## src/rtl/alu_iter_pkg.sv

```systemverilog
// Shared types and helpers for the iterative ALU: op codes, FSM states, compare flags.
package alu_iter_pkg;

  localparam int unsigned OP_W    = 5;
  localparam int unsigned NUM_OPS = 17;

  typedef enum logic [OP_W-1:0] {
    OP_ADD   = 5'd0,
    OP_SUB   = 5'd1,
    OP_AND   = 5'd2,
    OP_OR    = 5'd3,
    OP_XOR   = 5'd4,
    OP_SLL   = 5'd5,
    OP_SRL   = 5'd6,
    OP_SRA   = 5'd7,
    OP_SLT   = 5'd8,
    OP_SLTU  = 5'd9,
    OP_CTZ   = 5'd10,
    OP_CLZ   = 5'd11,
    OP_CPOP  = 5'd12,
    OP_MUL   = 5'd13,
    OP_MULHU = 5'd14,
    OP_DIVU  = 5'd15,
    OP_REMU  = 5'd16
  } alu_op_e;

  typedef enum logic [1:0] {
    IDLE = 2'd0,
    ITER = 2'd1,
    DONE = 2'd2
  } state_e;

  typedef struct packed {
    logic zero;
    logic less;
    logic greater;
    logic u_less;
    logic u_greater;
  } flags_t;

  function automatic logic is_iterative(input logic [OP_W-1:0] op);
    return (op == OP_MUL) || (op == OP_MULHU) || (op == OP_DIVU) || (op == OP_REMU);
  endfunction

  function automatic logic is_divide(input logic [OP_W-1:0] op);
    return (op == OP_DIVU) || (op == OP_REMU);
  endfunction

endpackage

```

## src/rtl/iter_muldiv.sv

```systemverilog
// Bit-serial unsigned multiplier / restoring divider sharing one 2*XLEN accumulator.
// The first step is folded into the start cycle so XLEN steps finish XLEN-1 cycles later.
module iter_muldiv
  import alu_iter_pkg::*;
#(
  parameter int unsigned XLEN = 32
) (
  input  logic             clk,
  input  logic             rst,
  input  logic             start,
  input  logic [OP_W-1:0]  op,
  input  logic [XLEN-1:0]  a,
  input  logic [XLEN-1:0]  b,
  output logic             done,
  output logic [XLEN-1:0]  prod_lo,
  output logic [XLEN-1:0]  prod_hi,
  output logic [XLEN-1:0]  quot,
  output logic [XLEN-1:0]  rem
);

  localparam int unsigned CW = $clog2(XLEN);
  localparam int unsigned AW = 2 * XLEN;

  logic [AW-1:0]   acc_q, acc_d;
  logic [XLEN-1:0] b_q, b_d;
  logic [CW-1:0]   cnt_q, cnt_d;
  logic            busy_q, busy_d;
  logic            div_q, div_d;
  logic            done_q, done_d;

  logic [AW-1:0]   acc_src, acc_step;
  logic [XLEN-1:0] b_src;
  logic            div_src;
  logic [XLEN:0]   mul_sum, div_rem, div_diff;

  // One iteration: shift-add for multiply, shift-subtract-restore for divide.
  always_comb begin : step
    acc_src  = start ? {{XLEN{1'b0}}, a} : acc_q;
    b_src    = start ? b : b_q;
    div_src  = start ? is_divide(op) : div_q;
    mul_sum  = {1'b0, acc_src[AW-1:XLEN]} + {1'b0, b_src};
    div_rem  = {acc_src[AW-1:XLEN], acc_src[XLEN-1]};
    div_diff = div_rem - {1'b0, b_src};
    if (div_src) begin
      if (div_diff[XLEN]) begin
        acc_step = {div_rem[XLEN-1:0], acc_src[XLEN-2:0], 1'b0};
      end else begin
        acc_step = {div_diff[XLEN-1:0], acc_src[XLEN-2:0], 1'b1};
      end
    end else if (acc_src[0]) begin
      acc_step = {mul_sum, acc_src[XLEN-1:1]};
    end else begin
      acc_step = {1'b0, acc_src[AW-1:1]};
    end
  end

  always_comb begin : ctrl
    acc_d  = acc_q;
    b_d    = b_q;
    div_d  = div_q;
    cnt_d  = cnt_q;
    busy_d = busy_q;
    done_d = 1'b0;
    if (start) begin
      acc_d  = acc_step;
      b_d    = b;
      div_d  = is_divide(op);
      cnt_d  = CW'(1);
      busy_d = 1'b1;
    end else if (busy_q) begin
      acc_d = acc_step;
      if (cnt_q == CW'(XLEN - 1)) begin
        cnt_d  = '0;
        busy_d = 1'b0;
        done_d = 1'b1;
      end else begin
        cnt_d = cnt_q + CW'(1);
      end
    end
  end

  always_ff @(posedge clk or posedge rst) begin
    if (rst) begin
      acc_q  <= '0;
      b_q    <= '0;
      div_q  <= 1'b0;
      cnt_q  <= '0;
      busy_q <= 1'b0;
      done_q <= 1'b0;
    end else begin
      acc_q  <= acc_d;
      b_q    <= b_d;
      div_q  <= div_d;
      cnt_q  <= cnt_d;
      busy_q <= busy_d;
      done_q <= done_d;
    end
  end

  assign done    = done_q;
  assign prod_lo = acc_q[XLEN-1:0];
  assign prod_hi = acc_q[AW-1:XLEN];
  assign quot    = acc_q[XLEN-1:0];
  assign rem     = acc_q[AW-1:XLEN];

endmodule

```

## src/rtl/alu_iter.sv

```systemverilog
// Execute-stage ALU with valid/ready handshake: single-cycle ops resolve at accept,
// multiply/divide run through iter_muldiv; result and flags held until consumed.
module alu_iter
  import alu_iter_pkg::*;
#(
  parameter int unsigned XLEN = 32,
  parameter int unsigned SHW  = $clog2(XLEN)
) (
  input  logic             clk,
  input  logic             rst,
  input  logic             in_valid,
  output logic             in_ready,
  input  logic [OP_W-1:0]  op,
  input  logic [XLEN-1:0]  a,
  input  logic [XLEN-1:0]  b,
  output logic             out_valid,
  input  logic             out_ready,
  output logic [XLEN-1:0]  result,
  output logic             zero,
  output logic             less,
  output logic             greater,
  output logic             u_less,
  output logic             u_greater
);

  state_e          state_q, state_d;
  logic [OP_W-1:0] op_q, op_d;
  logic [XLEN-1:0] result_q, result_d;
  flags_t          flags_q, flags_d;
  logic            in_ready_q, in_ready_d;
  logic            out_valid_q, out_valid_d;

  flags_t          flags_c;
  logic [XLEN-1:0] alu_res_c, ctz_c, clz_c, cpop_c, md_res_c;
  logic [SHW-1:0]  shamt_c;
  logic            md_start_c;
  logic            md_done;
  logic [XLEN-1:0] md_prod_lo, md_prod_hi, md_quot, md_rem;

  always_comb begin : compare
    flags_c           = '0;
    flags_c.zero      = (a == b);
    flags_c.less      = ($signed(a) < $signed(b));
    flags_c.greater   = ($signed(a) > $signed(b));
    flags_c.u_less    = (a < b);
    flags_c.u_greater = (a > b);
  end

  // Later writes win: ctz keeps the lowest set bit, clz the highest.
  always_comb begin : bit_count
    ctz_c  = XLEN'(XLEN);
    clz_c  = XLEN'(XLEN);
    cpop_c = '0;
    for (int i = 0; i < int'(XLEN); i++) begin
      if (a[XLEN-1-i]) ctz_c = XLEN'(XLEN - 1 - i);
      if (a[i])        clz_c = XLEN'(XLEN - 1 - i);
      cpop_c = cpop_c + XLEN'(a[i]);
    end
  end

  always_comb begin : single_cycle
    alu_res_c = '0;
    shamt_c   = b[SHW-1:0];
    if (op < OP_W'(NUM_OPS)) begin
      case (op)
        OP_ADD:  alu_res_c = a + b;
        OP_SUB:  alu_res_c = a - b;
        OP_AND:  alu_res_c = a & b;
        OP_OR:   alu_res_c = a | b;
        OP_XOR:  alu_res_c = a ^ b;
        OP_SLL:  alu_res_c = a << shamt_c;
        OP_SRL:  alu_res_c = a >> shamt_c;
        OP_SRA:  alu_res_c = $signed(a) >>> shamt_c;
        OP_SLT:  alu_res_c = XLEN'(flags_c.less);
        OP_SLTU: alu_res_c = XLEN'(flags_c.u_less);
        OP_CTZ:  alu_res_c = ctz_c;
        OP_CLZ:  alu_res_c = clz_c;
        OP_CPOP: alu_res_c = cpop_c;
        default: alu_res_c = '0;
      endcase
    end
  end

  iter_muldiv #(
    .XLEN (XLEN)
  ) u_muldiv (
    .clk     (clk),
    .rst     (rst),
    .start   (md_start_c),
    .op      (op),
    .a       (a),
    .b       (b),
    .done    (md_done),
    .prod_lo (md_prod_lo),
    .prod_hi (md_prod_hi),
    .quot    (md_quot),
    .rem     (md_rem)
  );

  always_comb begin : md_select
    case (op_q)
      OP_MUL:   md_res_c = md_prod_lo;
      OP_MULHU: md_res_c = md_prod_hi;
      OP_DIVU:  md_res_c = md_quot;
      default:  md_res_c = md_rem;
    endcase
  end

  always_comb begin : fsm_next
    state_d    = state_q;
    op_d       = op_q;
    result_d   = result_q;
    flags_d    = flags_q;
    md_start_c = 1'b0;
    case (state_q)
      IDLE: begin
        if (in_valid && in_ready_q) begin
          op_d    = op;
          flags_d = flags_c;
          if (is_iterative(op)) begin
            md_start_c = 1'b1;
            state_d    = ITER;
          end else begin
            result_d = alu_res_c;
            state_d  = DONE;
          end
        end
      end
      ITER: begin
        if (md_done) begin
          result_d = md_res_c;
          state_d  = DONE;
        end
      end
      DONE: begin
        if (out_ready) state_d = IDLE;
      end
      default: state_d = IDLE;
    endcase
    in_ready_d  = (state_d == IDLE);
    out_valid_d = (state_d == DONE);
  end

  always_ff @(posedge clk or posedge rst) begin
    if (rst) begin
      state_q     <= IDLE;
      op_q        <= '0;
      result_q    <= '0;
      flags_q     <= '0;
      in_ready_q  <= 1'b1;
      out_valid_q <= 1'b0;
    end else begin
      state_q     <= state_d;
      op_q        <= op_d;
      result_q    <= result_d;
      flags_q     <= flags_d;
      in_ready_q  <= in_ready_d;
      out_valid_q <= out_valid_d;
    end
  end

  assign in_ready  = in_ready_q;
  assign out_valid = out_valid_q;
  assign result    = result_q;
  assign zero      = flags_q.zero;
  assign less      = flags_q.less;
  assign greater   = flags_q.greater;
  assign u_less    = flags_q.u_less;
  assign u_greater = flags_q.u_greater;

endmodule

```

## config.mk

```make
export PLATFORM = sky130hd
export DESIGN_NAME = alu_iter
export DESIGN_NICKNAME = d
export VERILOG_FILES = /design/src/rtl/alu_iter_pkg.sv /design/src/rtl/iter_muldiv.sv /design/src/rtl/alu_iter.sv
export SDC_FILE = /design/constraint.sdc
export NUM_CORES = 1
export LEC_CHECK = 0
export CORE_MARGIN = 2
export CORE_UTILIZATION = 40
export CTS_BUF_LIST = sky130_fd_sc_hd__clkbuf_2 sky130_fd_sc_hd__clkbuf_4 sky130_fd_sc_hd__clkbuf_8
export DETAILED_ROUTE_END_ITERATION = 6
export DONT_BUFFER_PORTS = 1
export GPL_TIMING_DRIVEN = 0
export PLACE_DENSITY = 0.64
export SLEW_MARGIN = 0
export SYNTH_ARGS = -nofsm -noshare
export SYNTH_HDL_FRONTEND = slang
export SYNTH_SLANG_ARGS = --single-unit
```

## constraint.sdc

```tcl
create_clock -name clk -period 11.44 [get_ports clk]
set_input_delay 0.572 -clock clk [delete_from_list [all_inputs] [get_ports clk]]
set_output_delay 0.572 -clock clk [all_outputs]
set_load 0.03 [all_outputs]
```

==> qor.csv <==
metric,value,unit
tightest_slew,1.33,ns
min-delay-start,out_ready,
p_comb_share,73.4,%
vdd_drop_max,0.228,mV
drt_pass1_iterations,7,
port_buffers,0,
dpl_cell_area,21900,um^2
r2r_start,state_q[0],
fin_cells,3631,
post_cts_buffers,0,
maxCapViolCount,0,
synthArstFlopShare,100,%
fin_skew,0.0319,ns
totalPowerFinal,5.94,mW
yosys_most_used_dff,dfrtp_1,
die_h,233,um
maxSlewViolCount,0,
io_pins,112,
hold_violations,0,
seq_area_frac_synth,17.7,%
status,finished with violations,
hpwl,93500,um
whs_path_depth,3,
grt_pass1_vias,23300,
antenna_left,0,
cts_buffer_depth,2,
avgRoutedWirePerCell,32.0,um
syn2layout_area_growth,6.36,%
fillers,5543,
critPathRequiredTime,11.83,ns
drtIter0Drc,3220,
antenna_found_initial,5,
period_needed,7.79,ns
p_int,2.62,mW
postSynthCellCount,2905,
overflow,0,
synth_edf_count,0,
p_sw_share,55.9,%
finalSetupViolations,0,
clk_pin_slew,0.10,ns
netlist_area,21000,um^2
avgViaCountPerCell,6.70,
clk_latency,0.53,ns
die_area,54400,um^2
tns,0,ns
power_frac_clock,7.9,%
synth_top_area_cell,dfrtp_1,
cp.arrival,8.17,ns
tritoncts,yes,
leakage,9.43,nW
fin_nets,3200,
fin_crit_sh,68.1,%
seq_power_share,18.7,%
fp.dieW,233,um
worst-path-max-fanout,10,
cts_root_buffer,clkbuf_8,
vias,24300,
ys_ff_latch,149,
ctsResizeCount,0,
drive_gt1_share,5.34,%
crit_type,primary input to register,
clock-sinks,149,
synth_nets,3178,
cts-hold-fix-buffers,1,
start_kind,primary input,
cp-end-kind,register,
grt_max_degree,86,
drt-total-wl,116000,um
synth_area_leaders,"dfrtp_1 (18%), ha_1 (10%), a21oi_1 (8.2%), nor2_1 (6.8%), nand2_1 (5.3%)",
place_congestion,1.10,
r2r_slack,3.66,ns
cts_buffers,17,
synth_most_common_cell,nor2_1,
grt_use_total,42.5,%
h-tree-depth,4,
final_area,22400,um^2
maxSlewHeadroom,10.7,%
r2r_cells,22,
powerDensity,266,nW/um^2
hp-class,primary input to register,
rows,84,
min_to,out_valid,
syn_area_per_cell,7.23,um^2
synth_cell_types,98,
power.switching,3.32,mW
drc,1,
core_area,52200,um^2
synthDominantCellAreaShare,17.6,%
max_freq,128,MHz
initial_core_util,40.2,%
rsz0062_at_grt,false,
dp_cells,3595,
r2r-end,u_muldiv.acc_q[0],
violations,design-rule violations,
grt_pass1_wl,166000,um
synth_common_cells,"nor2_1 (380), a21oi_1 (346), nand2_1 (295)",
yosys_warnings,0,
worst max-delay path by stage:
stage / slack, ns / depth (start not counted) / startpoint / to
floorplan: 5.90 / 18 / a[5] / result[2]
finish: 3.65 / 22 / op[2] / u_muldiv.acc_q[0]
global placement: 3.35 / 22 / op[2] / u_muldiv.acc_q[0]
global route: 3.43 / 22 / state_q[0] / u_muldiv.acc_q[0]
CTS: 3.85 / 22 / state_q[0] / u_muldiv.acc_q[0]
detailed placement: 3.39 / 22 / op[2] / u_muldiv.acc_q[0]
power by group through the flow:
stage                     logic [mW]  clock network, mW  registers, mW
after detailed placement        4.21                  0           1.11
after CTS                       4.23              0.470           1.10
after global routing            4.72              0.488           1.13
final                           4.36              0.469           1.11
after global placement          4.20                  0           1.11
after floorplan                 3.08                  0           1.02
area by class of cell:
type	instances	area (um^2)	area share, %
Multi-Input combinational cell	2381	15800	70.8
Sequential cell	149	3730	16.7
Tap cell	688	861	3.85
Buffer	209	846	3.78
Inverter	166	631	2.82
Clock buffer	22	278	1.24
Clock inverter	9	129	0.577
Timing Repair Buffer	3	45.0	0.202
Antenna cell	4	10.0	0.0448
layer usage:
layer  share of wire (%)  global-route usage, %  vias to the layer above
met3                  10                   11.2                      549
met2                  43                   65.9                     1662
met5               0.011                      0                        -
li1                    -                      -                    10500
met4                  10                   35.4                        2
met1                  36                   49.0                    11600
registers in the layout, indices dropped and copies added (netlist names), 2 cells and up:
name            count
op_q                4
result             32
state_q             2
u_muldiv.acc_q     64
u_muldiv.b_q       32
u_muldiv.cnt_q      5
kinds of logic (layout without fill, tap and decap cells):
kind of cell               count (synthesis)  count (layout)  share of synthesized area (%)
DFF                                      149             149                           17.7
muxes                                    126             126                           7.82
adders and majority gates                200             200                           12.9
other                                      0               4                              0
buffers and inverters                    375             409                           6.99
AOI/OAI and AO/OA                        964             964                           29.7
xor gates and xnor gates                  76              76                           3.17
and+or+nand+nor                         1015            1015                           21.7
critical path, stage by stage:
cell and delay (ns):
clkbuf_1 0.36, nor2_1 0.08, a32o_1 0.39, nand2_1 0.48, clkbuf_1 0.46, buf_1 0.56, buf_1 0.81, o21ai_0 0.33
ha_1 0.32, fa_1 0.43, nor2b_1 0.19, o31a_2 0.22, o211ai_1 0.20, a2111oi_4 0.54, o21ai_1 0.21, and3_1 0.22
a211oi_4 0.59, buf_4 0.35, buf_2 0.32, nand2_1 0.09, a21oi_1 0.33, a21oi_1 0.07
per-stage QoR:
step	hold WS [ns]	utilization [%]	setup slack [ns]
2_1_floorplan	0.452	-	5.90
3_3_place_gp	0.482	41.9	3.35
3_5_place_dp	0.483	42.0	3.39
4_1_cts	0.318	42.8	3.85
5_1_grt	0.344	42.8	3.43
6_report	0.345	42.8	3.65
layout by cell type (no fill, tap or decap), types with 14 or more instances in the layout:
| cell | netlist | layout |
|---|---|---|
| or3_1 | 17 | 17 |
| clkbuf_8 | 0 | 18 |
| mux2i_1 | 73 | 73 |
| dfrtp_1 | 148 | 148 |
| and2_1 | 39 | 39 |
| nor2_1 | 380 | 380 |
| nand2_1 | 295 | 295 |
| a31oi_1 | 26 | 26 |
| a21oi_1 | 346 | 346 |
| ha_1 | 172 | 172 |
| nand2b_1 | 27 | 27 |
| fa_1 | 28 | 28 |
| a22oi_1 | 14 | 14 |
| inv_1 | 161 | 160 |
| a21o_1 | 37 | 37 |
| nand3_1 | 47 | 47 |
| xor2_1 | 25 | 25 |
| o21ai_0 | 183 | 183 |
| buf_1 | 31 | 31 |
| and3_1 | 22 | 22 |
| nor3_1 | 92 | 92 |
| o31ai_1 | 22 | 22 |
| nor2b_1 | 22 | 22 |
| xnor2_1 | 51 | 51 |
| o21a_1 | 23 | 23 |
| o21bai_1 | 18 | 18 |
| clkbuf_1 | 144 | 144 |
| o22ai_1 | 16 | 16 |
| mux4_2 | 28 | 28 |
| o21ai_1 | 17 | 17 |
| o211ai_1 | 30 | 30 |
| a221oi_1 | 38 | 38 |
| buf_2 | 28 | 28 |
| mux2_2 | 25 | 25 |
| nor4_1 | 19 | 18 |
| a211oi_1 | 42 | 42 |
Note: power is estimated with default switching activity, not from simulation.
